### config.mk
export PLATFORM = sky130hd
export DESIGN_NAME = counter_prog_flat
export DESIGN_NICKNAME = d
export VERILOG_FILES = /design/src/rtl/counter_prog_pkg.sv /design/src/rtl/counter_prog_if.sv /design/src/rtl/counter_prog.sv /design/src/flat_wrapper.sv
export SDC_FILE = /design/constraint.sdc
export NUM_CORES = 1
export LEC_CHECK = 0
export ABC_AREA = 1
export ABC_CLOCK_PERIOD_IN_PS = 2200
export CAP_MARGIN = 25
export CORE_ASPECT_RATIO = 0.8
export CORE_UTILIZATION = 49
export CTS_CLUSTER_DIAMETER = 60
export DETAILED_ROUTE_END_ITERATION = 6
export GPL_TIMING_DRIVEN = 1
export PLACE_DENSITY = 0.81
export SLEW_MARGIN = 15
export SYNTH_ARGS = -nofsm -noshare
export SYNTH_HDL_FRONTEND = slang
export SYNTH_SLANG_ARGS = --single-unit
### constraint.sdc
create_clock -name clk -period 2.2 [get_ports clk]
set_clock_uncertainty 0.1 [all_clocks]
set_input_delay 0.44 -clock clk [delete_from_list [all_inputs] [get_ports clk]]
set_output_delay 0.44 -clock clk [all_outputs]
set_load 0.1 [all_outputs]
### src/rtl/counter_prog_pkg.sv
// counter_prog_pkg: shared state type and direction/mode encodings for counter_prog
package counter_prog_pkg;
  typedef enum logic {RUN = 1'b0, HALT = 1'b1} state_t;
  localparam logic DIR_UP = 1'b1;
  localparam logic DIR_DN = 1'b0;
  localparam logic MODE_WRAP = 1'b0;
  localparam logic MODE_ONESHOT = 1'b1;
endpackage

### src/rtl/counter_prog_if.sv
// counter_prog_if: control/status bundle of counter_prog; COUNTER_PROG_STICKY_EN adds sticky_clr/evt_sticky
interface counter_prog_if #(parameter int WIDTH = 8);
  logic count_en, count_clr, load, dir, mode;
  logic [WIDTH-1:0] load_val, term_val, count;
  logic overflow, underflow, done;
`ifdef COUNTER_PROG_STICKY_EN
  logic sticky_clr, evt_sticky;
  modport master(output count_en, count_clr, load, load_val, dir, mode, term_val, sticky_clr,
                 input count, overflow, underflow, done, evt_sticky);
  modport slave(input count_en, count_clr, load, load_val, dir, mode, term_val, sticky_clr,
                output count, overflow, underflow, done, evt_sticky);
`else
  modport master(output count_en, count_clr, load, load_val, dir, mode, term_val,
                 input count, overflow, underflow, done);
  modport slave(input count_en, count_clr, load, load_val, dir, mode, term_val,
                output count, overflow, underflow, done);
`endif
endinterface

### src/rtl/counter_prog.sv
// counter_prog: up/down counter with programmable terminal, load and wrap/one-shot; COUNTER_PROG_STICKY_EN adds evt_sticky
module counter_prog
  import counter_prog_pkg::*;
#(
  parameter int WIDTH = 8,
  parameter logic [WIDTH-1:0] TERM_RST = '1
) (
  input logic clk,
  input logic rst,
  counter_prog_if.slave bus
);
  if (WIDTH < 2 || $bits(TERM_RST) != WIDTH) begin : g_bad_width
    $error("counter_prog: WIDTH must be at least 2");
  end
  state_t state, state_nxt;
  logic [WIDTH-1:0] count, count_nxt;
  logic step, ovf, unf;
  always_comb begin
    step = state == RUN && bus.count_en && !bus.count_clr && !bus.load;
    ovf = step && bus.dir == DIR_UP && count >= bus.term_val;
    unf = step && bus.dir == DIR_DN && count == '0;
    count_nxt = bus.count_clr ? '0 :
                bus.load ? bus.load_val :
                !step ? count :
                bus.mode == MODE_ONESHOT && (ovf || unf) ? count :
                ovf ? '0 :
                unf ? bus.term_val :
                bus.dir == DIR_UP ? count + 1'b1 : count - 1'b1;
    state_nxt = bus.count_clr || bus.load ? RUN :
                bus.mode == MODE_ONESHOT && (ovf || unf) ? HALT : state;
  end
  always_ff @(posedge clk) begin
    if (rst) begin
      state <= RUN;
      count <= '0;
    end else begin
      state <= state_nxt;
      count <= count_nxt;
    end
  end
  assign bus.count = count;
  assign bus.overflow = ovf;
  assign bus.underflow = unf;
  assign bus.done = state == HALT;
`ifdef COUNTER_PROG_STICKY_EN
  logic evt_sticky;
  always_ff @(posedge clk) begin
    if (rst || bus.count_clr) evt_sticky <= 1'b0;
    else evt_sticky <= ovf || unf ? 1'b1 : bus.sticky_clr ? 1'b0 : evt_sticky;
  end
  assign bus.evt_sticky = evt_sticky;
`endif
endmodule

### src/flat_wrapper.sv
// flat-port wrapper written by rule: the top's interface ports become plain ports
module counter_prog_flat import counter_prog_pkg::*;
#(
  parameter int WIDTH = 8,
  parameter logic [WIDTH-1:0] TERM_RST = '1
)
  (clk, rst, bus_count_en, bus_count_clr, bus_load, bus_load_val, bus_dir, bus_mode, bus_term_val, bus_count, bus_overflow, bus_underflow, bus_done);
  counter_prog_if #(.WIDTH(WIDTH)) bus_i ();
  input logic clk;
  input logic rst;
  input wire logic [$bits(bus_i.count_en)-1:0] bus_count_en;
  input wire logic [$bits(bus_i.count_clr)-1:0] bus_count_clr;
  input wire logic [$bits(bus_i.load)-1:0] bus_load;
  input wire logic [$bits(bus_i.load_val)-1:0] bus_load_val;
  input wire logic [$bits(bus_i.dir)-1:0] bus_dir;
  input wire logic [$bits(bus_i.mode)-1:0] bus_mode;
  input wire logic [$bits(bus_i.term_val)-1:0] bus_term_val;
  output wire logic [$bits(bus_i.count)-1:0] bus_count;
  output wire logic [$bits(bus_i.overflow)-1:0] bus_overflow;
  output wire logic [$bits(bus_i.underflow)-1:0] bus_underflow;
  output wire logic [$bits(bus_i.done)-1:0] bus_done;
  assign bus_i.count_en = bus_count_en;
  assign bus_i.count_clr = bus_count_clr;
  assign bus_i.load = bus_load;
  assign bus_i.load_val = bus_load_val;
  assign bus_i.dir = bus_dir;
  assign bus_i.mode = bus_mode;
  assign bus_i.term_val = bus_term_val;
  assign bus_count = bus_i.count;
  assign bus_overflow = bus_i.overflow;
  assign bus_underflow = bus_i.underflow;
  assign bus_done = bus_i.done;
  counter_prog #(.WIDTH(WIDTH), .TERM_RST(TERM_RST)) u_core (.clk(clk), .rst(rst), .bus(bus_i));
endmodule
# Word level (Yosys, flattened, before mapping)
# Index checks and enable logic that the tools add are counted.
totals:
  reg_bits: 9
  inputBits: 23
  output_inout_bits: 11
  wordCells: 31
classes:
  addsub: 2
  n_lt_le_gt_ge: 1
  eq_ne: 1
  mux: 6
  bitwise: 2
  n_reduce_logical: 17
op_table:
  columns: ["operator", "n"]
  rows:
  - ["$mux 8", 6]
  - ["$add 8x1->8 const B", 1]
  - ["$ge 8x8->1", 1]
  - ["$logic_and 1x1->1", 8]
  - ["$logic_not 8->1", 1]
  - ["$sub 8x1->8 const B", 1]
  - ["$reduce_or 2->1", 2]
  - ["$logic_not 1->1", 2]
  - ["$logic_or 1x1->1", 2]
  - ["$ne 2x2->1 const B", 1]
  - ["$not 1->1", 2]
  - ["$reduce_and 2->1", 1]
  - ["$reduce_bool 2->1", 1]

# Depth between registers and ports, before layout
depth:
  ltp_word: 11
  depth_mapped: 17
  ltp_nobuf: 16

# Least setup slack after synthesis
# OpenSTA, ideal clock, no wires.
synth_path:
  path_kind: "reg2out"
  start: "register u_core.count[0] (netlist: u_core.bus.count[0])"
  end: "output bus_overflow"
  arrival_time_ps: 2399
  required_time_ps: 1660
  slack_ps: -739
  stages_incl_launch_ff: 12
  n_path_buf: 0
  path_cell_list: "dfxtp_1 inv_2 ha_1 inv_1 nand2_1 nand2_1 nand2_1 nand2_1 nand2_1 nand3_1 nand2_4 inv_1"
synth_between:
  elab_chain_cells: 2
synth_rtl:
  columns: ["element", "line_no", "source"]
  rows:
  - ["start, declared", "counter_prog.sv:16", "logic [WIDTH-1:0] count, count_nxt;"]
  - ["start signal, assigned", "counter_prog.sv:38", "count <= count_nxt;"]
  - ["$ge 8x8->1", "counter_prog.sv:20", "ovf = step && bus.dir == DIR_UP && count >= bus.term_val;"]
  - ["$logic_and 1x1->1", "counter_prog.sv:20", null]
  - ["end, declared", "flat_wrapper.sv:19", "output wire logic [$bits(bus_i.overflow)-1:0] bus_overflow;"]
# Every way passes these cells.

# Worst setup path after layout
layout_path:
  start: "register u_core.count[5] (netlist: u_core.bus.count[5])"
  end: "output bus_overflow"
# The elaborated chain is that of the path after synthesis.

==> run_results.csv <==
group,metric,value,unit
run_status,outcome,"finished, final reports clean",
floorplanning,die-area,2770,sq um
cts,clock-sinks,9,
placed_design,worst_setup_timing_slack_at_the_placement_stage,-455,ps
run,max_cap_violations,0,
final_layout,layout_cell_share_with_drive_strength_beyond_1,37.0,%
route,remaining_drc_errors,0,
pwr,seqPwrFrac,24.6,%
route,routed_via_density,4.84,
timing,max-slew-margin-rel,81.4,%
timing,finalMaxSlewViolations,0,
worst_hold_path,hp-start,"u_core.bus.count[4]",
final_layout,final_common_cell,"nand2_1",
logic_synthesis,yosysUniqueCellTypes,25,
floorplanning,die_width,58.6,um
timing,hold_viol_final,0,
worst_setup_path,cp_data_required_time,1660,ps
placed_design,place_congestion,0.869,
logic_synthesis,syn-mean-instance-area,5.93,sq um
pwr,internal_power,416,uW
timing,final_min_period_over_clock_period,98.5,%
pwr,total_leakage_power,1.07,nW
route,drt-wirelength-per-cell,11.4,um
route,drtAntennaViolNets,0,
pwr,combPwrFrac,57.3,%
global_route,grt_pass1_wl,5640,um
floorplanning,floorplan.initialDensity,51.4,%
global_route,initial_antenna_violation_count,0,
worst_setup_path,timing_startpoint_of_the_critical_path,"u_core.bus.count[5]",
final_layout,syn_to_final_growth,60.2,%
global_route,first_global_vias,1274,
logic_synthesis,postSynthCellCount,212,
cts,number_of_clock_buffers_inserted_by_tritoncts,3,
pwr,power.share.switching,43.9,%
timing,min_period,2170,ps
cts,clock_tree.root_cell,"clkbuf_4",
worst_setup_path,largest_fanout_on_the_critical_path,3,
final_layout,design.final.nets,315,
timing,fin_tns_setup,0,ps
logic_synthesis,mappedNetlistArea,1260,sq um
worst_setup_path,end_kind,"primary output",
pwr,power_density_over_the_cells,369,nW/um^2
global_route,largest_net_degree_at_the_start_of_global_routing,17,
placed_design,place_inst,300,
global_route,global_route.overflow_total,0,
route,postRouteWirelength,3560,um
logic_synthesis,yosys_warnings,0,
worst_setup_path,worst_setup_path_start_kind,"register",
cts,ctsLongestPathBuffers,2,
final_layout,antenna_cells_inserted,0,
route,first_pass_iters,4,
logic_synthesis,post_synthesis_net_count,250,
timing,max_freq,462,MHz
floorplanning,floorplan.die.height,47.3,um
pwr,clock_power_share,18.1,%
logic_synthesis,seq_area_frac_synth,14.3,%
timing,fin_ws,33.4,ps
placed_design,numPortBuffers,33,
worst_hold_path,worst_hold_path_type,"register to register",
timing,finalSetupViolations,0,
floorplanning,core_area,2440,sq um
cts,htreeDepth,1,
logic_synthesis,ys_seq_elements,9,
placed_design,hpwl,2840,um
pwr,switchingPower,326,uW
worst_setup_path,critPathKind,"register to primary output",
floorplanning,floorplan.io_pins,34,
floorplanning,rows,16,
global_route,gr-usage-all-layers,27.6,%
worst_setup_path,worst-endpoint-arrival,1630,ps
pwr,peakVddDrop,0.000391,V
final_layout,final_cell_mix,"68 x nand2_1, 38 x buf_4, 22 x inv_1, 22 x nand3_1, 20 x nor2_1",
cts,cts.reportedPaths.clkPinSlew,60,ps
route,drt_iter0_markers,62,
route,via_count,1510,
cts,tritoncts,"done",
cts,clk_latency,270,ps
final_layout,final_non_filler_cell_total,312,
timing,grt_setup_unrepaired,"yes",
timing,transition_at_the_pin_with_the_smallest_max_transition_slack,281,ps
worst_setup_path,r2r_start,"u_core.bus.count[7]",
## cells by family after synthesis
logic type	after synthesis	synth area share (%)
AO/OA/AOI/OAI	10	4.48
adder cells (fa/ha/maj)	15	15.5
XOR/XNOR	3	2.09
flip-flops	9	14.3
AND/OR/NAND/NOR	137	49.8
buffers and inverters	38	13.7
## what timing repair did
action                                 CTS  global route
pin swaps                               10            16
gates resized for setup                 35             9
hold buffers                             0             0
setup endpoints to repair               10             2
cloned                                   0             0
endpoints found under the hold margin    0             0
setup buffers                            3             5
## state kept, by name, summed over array words and instances (netlist names)
signal,flops
u_core.bus.count,8
u_core.bus.done,1
## stage by stage
step	util [%]	total power [mW]	hold slack, ps	cell area (sq um)
floorplan	-	0.451	507	1380
global placement	77.3	0.574	455	1890
detailed placement	77.3	0.584	459	1890
CTS	80.0	0.728	471	1950
global route	82.4	0.804	508	2010
finish	82.4	0.742	468	2010
## power by group through the flow
stage	logic (mW)	registers [mW]	clock network, mW
floorplan	0.206	0.246	0
global placement	0.387	0.188	0
detailed placement	0.395	0.188	0
CTS	0.406	0.185	0.137
global route	0.467	0.184	0.153
finish	0.425	0.183	0.134
## routing by layer
metal | vias to the layer above | GRT usage [%] | wire length [um]
li1 | 797 | - | -
met1 | 676 | 35.0 | 1690
met2 | 37 | 50.3 | 1730
met3 | 0 | 6.06 | 139
met4 | 0 | 3.33 | 0
met5 | - | 0 | 0
## synth_stat cells
cell type | number | area (sq um)
nor2_1 | 23 | 86.3
fa_1 | 1 | 20.0
xor2_1 | 1 | 8.76
o21ai_1 | 2 | 10.0
inv_8 | 1 | 11.3
nand4_1 | 4 | 25.0
inv_1 | 31 | 116
o21ai_2 | 1 | 8.76
nand2_1 | 72 | 270
nor2_4 | 1 | 11.3
nor3_2 | 1 | 10.0
nand4_4 | 1 | 21.3
ha_1 | 14 | 175
a21o_1 | 1 | 7.51
a21oi_1 | 6 | 30.0
xnor2_1 | 2 | 17.5
inv_2 | 3 | 11.3
nand3b_1 | 1 | 7.51
nand2_2 | 3 | 18.8
buf_6 | 3 | 33.8
nand3_1 | 23 | 115
or2_2 | 1 | 6.26
dfxtp_1 | 9 | 180
nand2_4 | 2 | 22.5
nor2_2 | 5 | 31.3
## critical path: stages (launching register included)
cell and delay (ps):
dfxtp_4 360, ha_4 220, a21oi_2 130, nor2_1 60, nor2_2 130, nand3_2 100, nand2_4 100, clkinvlp_4 90
buf_12 170
## path summary, 6_finish.rpt
path | endpoint | slack [ps] | depth (start not counted)
worst max-delay path | bus_overflow | 30 | 8
worst min-delay path | u_core.bus.count[4] | 470 | 4
worst max register to register | u_core.bus.count[7] | 150 | 14
worst min register to register | u_core.bus.count[4] | 470 | 4
## layout make-up
type                            count  area, sq um
Clock buffer                        4         26.3
Timing Repair Buffer               63          554
Fill cell                         189          430
Sequential cell                     9          214
Tap cell                           36         45.0
Multi-Input combinational cell    165         1030
Inverter                           35          145
Note: power is estimated with default switching activity, not from simulation.
